[src/rtl/hello_rotate_ctrl_if.sv]
// Control/status bundle between the HELLO rotation controller and its user.
// The master side drives the operator controls (run, dir, step button, rate).
// The slave side (the controller) returns the mux select and status.
interface hello_rotate_ctrl_if;
   logic       run;
   logic       dir;
   logic       step_n;
   logic [1:0] rate_sel;
   logic [2:0] rot_sel;
   logic       tick;
   logic       running;

   modport master (
      output run, dir, step_n, rate_sel,
      input  rot_sel, tick, running
   );

   modport slave (
      input  run, dir, step_n, rate_sel,
      output rot_sel, tick, running
   );
endinterface

[src/rtl/hello_rotate_ctrl.sv]
// HELLO rotating-display controller.
// Produces the 3-bit rotation select (0..4) for the five character muxes.
// Rotation advances either from a programmable-rate prescaler (run=1) or from
// a synchronized, debounced pushbutton; both sources merge into one advance
// strobe so coincident events move the display by exactly one position.
module hello_rotate_ctrl #(
   parameter int CLK_HZ     = 50000000,
   parameter int STEP_HZ    = 1,
   parameter int DEB_CYCLES = 1000000
) (
   input  logic                CLOCK_50,
   input  logic                resetn,
   hello_rotate_ctrl_if.slave  bus
);

   // Prescaler sizing: the x1 period is the longest, so it fixes the width.
   localparam int TICK_DIV = CLK_HZ / STEP_HZ;
   localparam int PRE_W    = (TICK_DIV > 2) ? $clog2(TICK_DIV) : 1;

   // Debounce counter only ever needs to reach DEB_CYCLES-1.
   localparam int              DEB_W    = (DEB_CYCLES > 1) ? $clog2(DEB_CYCLES) : 1;
   localparam logic [DEB_W-1:0] DEB_LAST = DEB_W'(DEB_CYCLES - 1);

   typedef enum logic [1:0] {
      REL_STABLE,   // button accepted as released
      REL_WAIT,     // low seen while released, qualifying the press
      PRS_STABLE,   // button accepted as pressed
      PRS_WAIT      // high seen while pressed, qualifying the release
   } deb_state_t;

   genvar gi;

   // ------------------------------------------------------------------
   // Signals
   // ------------------------------------------------------------------
   logic [1:0]       sync_reg;
   logic             s_btn;

   deb_state_t       deb_state_reg, deb_state_next;
   logic [DEB_W-1:0] deb_cnt_reg, deb_cnt_next;
   logic             step_pulse;

   logic [PRE_W-1:0] term_tbl [4];
   logic [PRE_W-1:0] term;
   logic [PRE_W-1:0] pre_reg, pre_next;
   logic             adv_auto;

   logic             adv;
   logic [2:0]       rot_reg, rot_next;
   logic             tick_reg;
   logic             running_reg;

   // ------------------------------------------------------------------
   // Button synchronizer: idles high (released) so reset never looks like
   // a press; only the second stage feeds the debouncer.
   // ------------------------------------------------------------------
   // Two-flop synchronizer for the asynchronous pushbutton.
   always_ff @(posedge CLOCK_50 or negedge resetn) begin
      if (!resetn) begin
         sync_reg <= 2'b11;
      end else begin
         sync_reg <= {sync_reg[0], bus.step_n};
      end
   end

   assign s_btn = sync_reg[1];

   // ------------------------------------------------------------------
   // Debounce FSM
   // ------------------------------------------------------------------
   // Debounce state and qualification counter registers.
   always_ff @(posedge CLOCK_50 or negedge resetn) begin
      if (!resetn) begin
         deb_state_reg <= REL_STABLE;
         deb_cnt_reg   <= '0;
      end else begin
         deb_state_reg <= deb_state_next;
         deb_cnt_reg   <= deb_cnt_next;
      end
   end

   // Debounce next-state: a level change must persist through the whole
   // qualification window; the press edge emits a single step pulse.
   always_comb begin
      deb_state_next = deb_state_reg;
      deb_cnt_next   = deb_cnt_reg;
      step_pulse     = 1'b0;
      case (deb_state_reg)
         REL_STABLE: begin
            if (!s_btn) begin
               deb_state_next = REL_WAIT;
               deb_cnt_next   = '0;
            end
         end
         REL_WAIT: begin
            if (s_btn) begin
               deb_state_next = REL_STABLE;
            end else if (deb_cnt_reg == DEB_LAST) begin
               deb_state_next = PRS_STABLE;
               step_pulse     = 1'b1;
            end else begin
               deb_cnt_next = deb_cnt_reg + 1'b1;
            end
         end
         PRS_STABLE: begin
            if (s_btn) begin
               deb_state_next = PRS_WAIT;
               deb_cnt_next   = '0;
            end
         end
         PRS_WAIT: begin
            if (!s_btn) begin
               deb_state_next = PRS_STABLE;
            end else if (deb_cnt_reg == DEB_LAST) begin
               deb_state_next = REL_STABLE;
            end else begin
               deb_cnt_next = deb_cnt_reg + 1'b1;
            end
         end
         default: begin
            deb_state_next = REL_STABLE;
            deb_cnt_next   = '0;
         end
      endcase
   end

   // ------------------------------------------------------------------
   // Prescaler
   // ------------------------------------------------------------------
   // Terminal count per rate setting: each step of rate_sel halves the period.
   for (gi = 0; gi < 4; gi++) begin : g_term
      assign term_tbl[gi] = PRE_W'((TICK_DIV >> gi) - 1);
   end

   assign term = term_tbl[bus.rate_sel];

   // Prescaler count register.
   always_ff @(posedge CLOCK_50 or negedge resetn) begin
      if (!resetn) begin
         pre_reg <= '0;
      end else begin
         pre_reg <= pre_next;
      end
   end

   // Prescaler next-count: the >= compare lets a faster rate picked mid-count
   // fire immediately rather than wrapping the counter; paused means parked
   // at zero so a resume always waits one full period.
   always_comb begin
      pre_next = '0;
      adv_auto = 1'b0;
      if (bus.run) begin
         if (pre_reg >= term) begin
            adv_auto = 1'b1;
         end else begin
            pre_next = pre_reg + 1'b1;
         end
      end
   end

   // ------------------------------------------------------------------
   // Rotation select
   // ------------------------------------------------------------------
   assign adv = adv_auto | step_pulse;

   // Rotation next-value: modulo-5 up/down step; any illegal code recovers to 0.
   always_comb begin
      rot_next = rot_reg;
      if (rot_reg > 3'd4) begin
         rot_next = 3'd0;
      end else if (adv) begin
         if (!bus.dir) begin
            rot_next = (rot_reg == 3'd4) ? 3'd0 : rot_reg + 3'd1;
         end else begin
            rot_next = (rot_reg == 3'd0) ? 3'd4 : rot_reg - 3'd1;
         end
      end
   end

   // Output registers: select, its change strobe, and the run status copy.
   always_ff @(posedge CLOCK_50 or negedge resetn) begin
      if (!resetn) begin
         rot_reg     <= 3'd0;
         tick_reg    <= 1'b0;
         running_reg <= 1'b0;
      end else begin
         rot_reg     <= rot_next;
         tick_reg    <= adv;
         running_reg <= bus.run;
      end
   end

   assign bus.rot_sel = rot_reg;
   assign bus.tick    = tick_reg;
   assign bus.running = running_reg;

endmodule

[src/flat_wrapper.sv]
// flat-port wrapper written by rule: the top's interface ports become plain ports
module hello_rotate_ctrl_flat 
#(
   parameter int CLK_HZ     = 50000000,
   parameter int STEP_HZ    = 1,
   parameter int DEB_CYCLES = 1000000
)
  (CLOCK_50, resetn, bus_run, bus_dir, bus_step_n, bus_rate_sel, bus_rot_sel, bus_tick, bus_running);
  hello_rotate_ctrl_if bus_i ();
  input  logic CLOCK_50;
  input  logic resetn;
  input wire logic [$bits(bus_i.run)-1:0] bus_run;
  input wire logic [$bits(bus_i.dir)-1:0] bus_dir;
  input wire logic [$bits(bus_i.step_n)-1:0] bus_step_n;
  input wire logic [$bits(bus_i.rate_sel)-1:0] bus_rate_sel;
  output wire logic [$bits(bus_i.rot_sel)-1:0] bus_rot_sel;
  output wire logic [$bits(bus_i.tick)-1:0] bus_tick;
  output wire logic [$bits(bus_i.running)-1:0] bus_running;
  assign bus_i.run = bus_run;
  assign bus_i.dir = bus_dir;
  assign bus_i.step_n = bus_step_n;
  assign bus_i.rate_sel = bus_rate_sel;
  assign bus_rot_sel = bus_i.rot_sel;
  assign bus_tick = bus_i.tick;
  assign bus_running = bus_i.running;
  hello_rotate_ctrl #(.CLK_HZ(CLK_HZ), .STEP_HZ(STEP_HZ), .DEB_CYCLES(DEB_CYCLES)) u_core (.CLOCK_50(CLOCK_50), .resetn(resetn), .bus(bus_i));
endmodule
[config.mk]
export PLATFORM = sky130hd
export DESIGN_NAME = hello_rotate_ctrl_flat
export DESIGN_NICKNAME = d
export VERILOG_FILES = /design/src/rtl/hello_rotate_ctrl_if.sv /design/src/rtl/hello_rotate_ctrl.sv /design/src/flat_wrapper.sv
export SDC_FILE = /design/constraint.sdc
export NUM_CORES = 1
export LEC_CHECK = 0
export CORE_ASPECT_RATIO = 1.4
export CORE_MARGIN = 3
export CORE_UTILIZATION = 40
export DETAILED_ROUTE_END_ITERATION = 12
export PLACE_DENSITY = 0.56
export SLEW_MARGIN = 10
export SYNTH_ARGS = -nofsm -noshare
export SYNTH_HDL_FRONTEND = slang
export SYNTH_SLANG_ARGS = --single-unit
[constraint.sdc]
create_clock -name CLOCK_50 -period 5.9 [get_ports CLOCK_50]
set_input_delay 0.59 -clock CLOCK_50 [delete_from_list [all_inputs] [get_ports CLOCK_50]]
set_output_delay 0.59 -clock CLOCK_50 [all_outputs]
set_load 0.01 [all_outputs]
## Yosys cells after proc, flatten, opt, wreduce, memory -nomap -nowiden

Cells that the tools add are included.

- $add $sub $neg: 4
- Multiply operators: 0
- Div/mod/pow operators: 0
- $lt $le $gt $ge: 3
- Equal/unequal tests: 11
- Shift operators: 0
- Multiplexer cells: 28
- Bitwise operators: 2
- Reduce and logical (&&, ||, !) cells: 5

Operator list:

| operator | count |
|---|---|
| 2-to-1 mux 26 bit | 4 |
| 2-to-1 mux 20 bit | 5 |
| one-hot mux 20 bit (4 select lines) | 1 |
| binary-select mux 26 bit (select 2 bit) | 1 |
| adder 26 x 1 -> 26 bit, second input constant | 1 |
| greater-or-equal comparator 26 bit | 1 |
| adder 20 x 1 -> 20 bit, second input constant | 1 |
| equality test 20 bit, second input constant | 1 |
| 2-to-1 mux 3 bit | 5 |
| 2-to-1 mux 2 bit | 6 |
| one-hot mux 2 bit (4 select lines) | 1 |
| AND reduction 4 bit | 2 |
| 2-to-1 mux 1 bit | 5 |
| equality test 2 bit, second input constant | 2 |
| inequality test 2 x 1 -> 1 bit, second input constant | 2 |
| inequality test 2 bit, second input constant | 2 |
| adder 3 x 1 -> 3 bit, second input constant | 1 |
| equality test 3 bit, second input constant | 1 |
| greater-or-equal comparator 3 bit, second input constant | 1 |
| greater-than comparator 3 bit, second input constant | 1 |
| zero test 3 bit | 1 |
| inequality test 3 x 1 -> 1 bit, second input constant | 1 |
| inequality test 3 bit, second input constant | 1 |
| inverter 2 -> 3 bit | 1 |
| other kinds (5) | 5 |

- Bits in registers: 55
- Latch bits: 0
- RAM bits: 0
- Bits in read-only memories: 0
- Input port bits: 7
- Output and inout bits: 5
- Logic and storage cells: 60
- Memories: 0

## Depth between registers and ports, before layout

Gate-level depths: netlist of the first run.

- Word-level depth: 10
- Mapped depth: 12
- Gate-level depth less buffers: 11

## Worst setup path after synthesis of the first run

Ideal clock, no wire load.

- Path type: in2reg
- Start point: in bus_rate_sel[0]
- End point: reg u_core.pre_reg[17]
- Library setup time: 0.121 ns
- Arrival time: 2.487 ns
- Required time: 5.779 ns
- Slack: 3.292 ns
- Stages: 12
- Path buffers: 2
- Path through: buf_6 > nor2_4 > inv_1 > ha_1 > nand3_1 > nor4b_1 > and4bb_2 > and3_2 > nor3_1 > nand3_2 > buf_2 > nor2_1

- Longest elaborated chain between the ends: 7

RTL lines:

| item | line | RTL |
|---|---|---|
| start, declared | flat_wrapper.sv:15 | `input wire logic [$bits(bus_i.rate_sel)-1:0] bus_rate_sel;` |
| inverter 2 -> 3 bit (not written as such) | hello_rotate_ctrl.sv:135 | `assign term = term_tbl[bus.rate_sel];` |
| binary-select mux 26 bit (select 2 bit) | hello_rotate_ctrl.sv:135 |  |
| 2-to-1 mux 26 bit (not written as such) (2 in series) | hello_rotate_ctrl.sv:135 |  |
| greater-or-equal comparator 26 bit | hello_rotate_ctrl.sv:153 | `if (pre_reg >= term) begin` |
| 2-to-1 mux 26 bit | hello_rotate_ctrl.sv:153 |  |
| 2-to-1 mux 26 bit | hello_rotate_ctrl.sv:152 | `if (bus.run) begin` |
| named net u_core.pre_next[17] | hello_rotate_ctrl.sv:45 | `logic [PRE_W-1:0] pre_reg, pre_next;` |
| end signal, assigned | hello_rotate_ctrl.sv:142 | `pre_reg <= pre_next;` |
| end, declared | hello_rotate_ctrl.sv:45 |  |

The timed path passes the listed nets, and every way through them passes these cells. The select of a mux whose other input is x is not followed.
A chain may end at the register's enable or synchronous reset.

## Final worst setup path of the first run

- Start point: in bus_rate_sel[0]
- End point: reg u_core.pre_reg[20]

The elaborated chain is that of the path after synthesis.

==> impl_metrics.tcl, run 1 <==
set metrics [dict create \
    ctsRootBufferMaster "clkbuf_8" \
    place_congestion 0.792 \
    leakagePower_nw 1.59 \
    hold_viol 0 \
    whs_endpoint "u_core.sync_reg[1]" \
    largest_reg_flops 26 \
    finalSetupTns_ns 0 \
    status "finished, final reports clean" \
    synth-simple-area-share_pct 24.5 \
    io_pins 12 \
    min_path_cells 0 \
    slowest_delay_ns 0.64 \
    drcViolationCount 0 \
    seq_area_frac_synth_pct 42.2 \
    cts_buffers 5 \
    synth_cell_types 54 \
    drv_cap 0 \
    fin_worst_skew_ns 0.00927 \
    r2r-start "u_core.deb_cnt_reg[0]" \
    initial_utilization_pct 41.6 \
    first_iter_violations 104 \
    hold_start "u_core.sync_reg[0]" \
    max_slew.worst_pin.slew_ns 0.811 \
    synth_top_cell_area_share_pct 40.6 \
    antenna_found_initial 0 \
    grt_pass1_vias 2388 \
    die_x_um 82.4 \
    synth_flop_cell "dfrtp_1" \
    setup_viol 0 \
    reg2reg_to "u_core.deb_cnt_reg[19]" \
    drtAntennaViolNets 0 \
    fin_crit_ns 3.25 \
    post-place-ws_ns 2.24 \
    crit_path_max_fanout 26 \
    worst_slack_ns 2.65 \
    vias 2388 \
    synth_top_area_cell "dfrtp_1" \
    synth-compound-area-share_pct 8.78 \
    avgSynthCellArea_um2 9.54 \
    combPwrFrac_pct 14.4 \
    seqPwrFrac_pct 52.1 \
    peakVddDrop_uv 143 \
    grt_max_degree 56 \
    place_hpwl_mm 4.68 \
    synth_edf_count 0 \
    syn-num-nets 369 \
    worst_setup_path_start_kind "input pin" \
    fin_cells 453 \
    cp-end-kind "flip-flop" \
    clock.fmax_mhz 308 \
    p_switching_uw 205 \
    final_nets 379 \
    postCtsSetupRepairBufs 0 \
    p_clk_share_pct 33.5 \
    wirelength_mm 6.46 \
    synthTopCellsByCount "nor2_1 (59), dfrtp_1 (53), nand2_1 (26), xor2_1 (22), ha_1 (20)" \
    slew-limit-headroom_pct 45.7 \
    grt_pass1_wl_mm 11.1 \
    rr_worst_depth 10 \
    dp_cells 445 \
    rows 38 \
    drive_gt1_share_pct 9.07 \
    die-height_um 113 \
    synth_xor_area_share_pct 10.7 \
    synth_area_leaders "dfrtp_1 (41%), ha_1 (7.7%), nor2_1 (6.8%)" \
    synthesis.area_um2 3260 \
    clock_path_buffers 2 \
    cts_tree "built" \
    synth_top_family_by_area "simple AND/OR/NAND/NOR gates" \
    syn_inst 342 \
    power_density_nw_per_um2 221 \
    area_growth_pct 9.35 \
    cp_cell_sequence "clkdlybuf4s50_1 -> nor2_4 -> inv_1 -> ha_1 -> nand3_1 -> nor4b_1 -> and4bb_2 -> and3_2 -> nor3_1 -> nand3_2 -> nor2_1" \
    drt_pass1_iterations 4 \
    overflow 0 \
    min_path_type "flip-flop to flip-flop" \
    cts_hold_buf 0 \
    viasPerCell 5.27 \
    total_power_uw 788 \
    report.final.slew_viol_count 0 \
    yosysMostFrequentCell "nor2_1" \
    final_area_um2 3570 \
    clock_sink_count 55 \
    critPathRequiredTime_ns 6.09 \
    post_cts_resized 0 \
    power.internal_uw 583 \
    synthArstFlopShare_pct 100 \
    antenna-diode-count 0 \
    ys_ff_latch 55 \
    synthMuxAreaShare_pct 1.92 \
    fillCellCount 773 \
    clk_latency_ns 0.31 \
    wl_per_cell_um 14.2 \
    io_buffers 11 \
    grt_use_total_pct 15.3 \
    arrival_ns 3.44 \
    period_share_pct 55.1 \
    die_area_um2 9300 \
    regToRegSetupSlack_ns 3.30 \
    cp_slowest_cell "clkdlybuf4s50_1" \
    rsz0062_at_grt "no" \
    synth_adder_area_share_pct 8.32 \
    placed_cell_area_um2 3450 \
    htreeDepth 2 \
    synth_warnings 0 \
    switching_share_pct 26.0 \
    coreArea_um2 7850 \
    worstSetupPathType "input pin to flip-flop" \
    clk_pin_slew_ns 0.10 \
]
## power groups by stage
stage	logic (mW)	clock network, mW	registers, mW
finish	0.113	0.264	0.410
detailed placement	0.116	0	0.418
global route	0.130	0.291	0.413
CTS	0.116	0.275	0.410
global placement	0.113	0	0.417
floorplan	0.0729	0	0.416
## logic make-up after synthesis
| logic type | count (synthesis) |
|---|---|
| xor gates and xnor gates | 40 |
| DFF | 55 |
| adders and majority gates | 22 |
| and+or+nand+nor | 155 |
| AOI/OAI and AO/OA | 38 |
| buffers and inverters | 26 |
| muxes | 6 |
## per-layer routing
metal | GRT usage (%) | vias up | part of all wire (%)
li1 | - | 1203 | -
met1 | 17.8 | 1146 | 42
met2 | 26.9 | 29 | 54
met3 | 3.34 | 10 | 2.4
met4 | 4.99 | 0 | 1.7
met5 | 0 | - | 0
## worst max path at each step
| stage | cells past startpoint | from | slack (ns) | to |
|---|---|---|---|---|
| final | 11 | bus_rate_sel[0] | 2.65 | u_core.pre_reg[20] |
| after global routing | 11 | bus_rate_sel[0] | 2.34 | u_core.pre_reg[3] |
| after CTS | 11 | bus_rate_sel[0] | 2.58 | u_core.pre_reg[20] |
| after detailed placement | 11 | bus_rate_sel[0] | 2.24 | u_core.pre_reg[20] |
| after global placement | 11 | bus_rate_sel[0] | 2.32 | u_core.pre_reg[3] |
| after floorplan | 12 | bus_rate_sel[0] | 3.29 | u_core.pre_reg[17] |
## cell usage in the layout, fill, tap and decap left out, types with 7 or more instances in the layout
master / n
a22o_1: 8
and3_1: 7
clkdlybuf4s50_1: 10
dfrtp_1: 53
ha_1: 20
inv_1: 16
nand2_1: 26
nand3_1: 18
nand4_1: 10
nor2_1: 59
nor3_1: 8
o21ai_0: 8
xnor2_1: 18
xor2_1: 22
## final cells by class
| type | instances | area [µm²] | share of cell area, % |
|---|---|---|---|
| Clock buffer | 6 | 82.6 | 2.31 |
| Clock inverter | 2 | 35.0 | 0.981 |
| Inverter | 17 | 66.3 | 1.86 |
| Multi-Input combinational cell | 261 | 1770 | 49.6 |
| Sequential cell | 55 | 1380 | 38.6 |
| Tap cell | 100 | 125 | 3.51 |
| Timing Repair Buffer | 12 | 113 | 3.15 |
## through the flow
stage                     hold WS, ns  util (%)
after global routing            0.365      45.5
after detailed placement        0.347      44.0
after CTS                       0.362      45.5
after floorplan                 0.294         -
after global placement          0.347      44.0
final                           0.361      45.5
## worst max-delay path, delay by kind of cell
kind | cells | cell delay (ns)
adder cells (fa/ha/maj) | 1 | 0.32
buffers and inverters | 2 | 0.74
AND/OR/NAND/NOR | 8 | 1.78
Note: power is estimated with default switching activity, not from simulation.
==> inputs of run 2 (changes only) <==
clock period = 3.1 ns   (was 5.9 ns; I/O delays follow)
==> impl_metrics.tcl, run 2 (same netlist as run 1, synthesis figures left out) <==
set metrics [dict create \
    cp_top_family "compound AO/OA/AOI/OAI gates" \
    io_buffers 11 \
    cts_tree "built" \
    grt_use_total_pct 15.5 \
    htreeDepth 2 \
    cts_buffers 5 \
    die_x_um 82.4 \
    area_growth_pct 11.7 \
    period_share_pct 86.8 \
    met1_usage_pct 18.3 \
    final_area_um2 3650 \
    drt_pass1_iterations 4 \
    drcViolationCount 0 \
    cp.depth 9 \
    ctsRootBufferMaster "clkbuf_8" \
    final_nets 385 \
    report.final.slew_viol_count 0 \
    slowest_delay_ns 0.70 \
    post-place-ws_ns 0.0968 \
    viasPerCell 5.23 \
    drtAntennaViolNets 0 \
    largest_reg_flops 26 \
    rows 38 \
    antenna_found_initial 0 \
    first_iter_violations 50 \
    worstSetupPathType "input pin to flip-flop" \
    overflow 0 \
    crit_path_max_fanout 10 \
    status "complete, but fails checks" \
    dp_cells 451 \
    final_common_cell "nor2_1" \
    place_congestion 0.757 \
    finalSetupTns_ns 0 \
    place_hpwl_mm 5.09 \
    die_area_um2 9300 \
    clk_latency_ns 0.30 \
    hold_viol 16 \
    grt_pass1_vias 2434 \
    vias 2402 \
    arrival_ns 2.91 \
    crit_buf_inv 1 \
    placed_cell_area_um2 3510 \
    cp_cell_sequence "clkdlybuf4s50_1 -> nor2_1 -> ha_1 -> maj3_1 -> a31oi_1 -> o221ai_1 -> o31a_1 -> or2_4 -> a211oi_2" \
    max_slew.worst_pin.slew_ns 0.846 \
    min_path_type "input pin to asynchronous set/reset pin" \
    coreArea_um2 7850 \
    slew-limit-headroom_pct 43.4 \
    grt_pass1_wl_mm 11.4 \
    post_cts_resized 0 \
    cp-end-kind "flip-flop" \
    antenna-diode-count 0 \
    grt_most_used_layer "met2" \
    mostFrequentLayoutCells "nor2_1 (59), dfrtp_1 (53), nand2_1 (26)" \
    violations "hold timing" \
    grt_max_degree 26 \
    cp_slowest_cell "clkdlybuf4s50_1" \
    hold_slack_ns -0.00990 \
    setup_viol 0 \
    wirelength_mm 6.77 \
    worst_slack_ns 0.410 \
    fin_crit_ns 2.69 \
    drv_cap 0 \
    fin_cells 459 \
    cts_hold_buf 0 \
    rr_worst_depth 10 \
    postCtsSetupRepairBufs 0 \
    peakVddDrop_uv 335 \
    drive_gt1_share_pct 10.6 \
    leakagePower_nw 1.63 \
    io_pins 12 \
    clock_sink_count 55 \
    clock.fmax_mhz 372 \
    rsz0062_at_grt "no" \
    use_met3_pct 2.31 \
    use_met2_pct 27.8 \
    wl_per_cell_um 14.7 \
    critPathRequiredTime_ns 3.32 \
    die-height_um 113 \
    worst_setup_path_start_kind "input pin" \
    clock_path_buffers 2 \
    fin_worst_skew_ns 0.00915 \
    initial_utilization_pct 41.6 \
    clk_pin_slew_ns 0.10 \
    power_density_nw_per_um2 432 \
]
[run 2: changes by cell type in the layout (fill, tap and decap cells not counted), sizes merged]
cell,delta
clkbuf,-1
buf,+6
bufinv,+1
clkinvlp,+1
clkinv,-1
[run 2: per-layer routing]
metal | vias to the layer above | wire length, µm | share of wire (%)
met5 | - | 0 | 0
met4 | 0 | 192 | 2.8
met3 | 12 | 95 | 1.4
met2 | 23 | 3480 | 51
met1 | 1146 | 3000 | 44
li1 | 1221 | - | -
[run 2: per-stage QoR]
| step | util, % | power (mW) |
|---|---|---|
| after floorplan | - | 0.930 |
| after global placement | 44.7 | 1.02 |
| after detailed placement | 44.7 | 1.03 |
| after CTS | 46.5 | 1.60 |
| after global routing | 46.5 | 1.66 |
| final | 46.5 | 1.58 |
[run 2: layout make-up]
| cell class | instances | area [µm²] |
|---|---|---|
| inverters | 17 | 66.3 |
| multi-input cells | 261 | 1770 |
| clock buffers | 5 | 68.8 |
| well taps | 100 | 125 |
| clock inverters | 3 | 67.6 |
| fillers | 790 | 4200 |
| flip-flops and latches | 55 | 1380 |
| repair buffers | 18 | 170 |
[run 2: final timing paths]
path                                  startpoint                endpoint  slack (ns)
hold reg to reg               u_core.sync_reg[0]      u_core.sync_reg[1]        0.36
setup reg to reg           u_core.deb_cnt_reg[0]  u_core.deb_cnt_reg[19]        0.69
setup / recovery                 bus_rate_sel[0]   u_core.bus.rot_sel[2]        0.41
hold / removal                            resetn      u_core.pre_reg[15]       -0.01
max in group asynchronous                 resetn      u_core.sync_reg[1]        2.40
min in group CLOCK_50         u_core.sync_reg[0]      u_core.sync_reg[1]        0.36
[run 2: report_power, final]
group	switching, mW	leakage, nW	internal [mW]
clock	0.244	0.0644	0.322
sequential	0.0380	0.751	0.746
combinational	0.117	0.814	0.109
==> inputs of run 3 (changes only) <==
CAP_MARGIN = 5   (was not set)
==> results of run 3 <==
Final layout, timing and power as in run 2 (identical DEF).
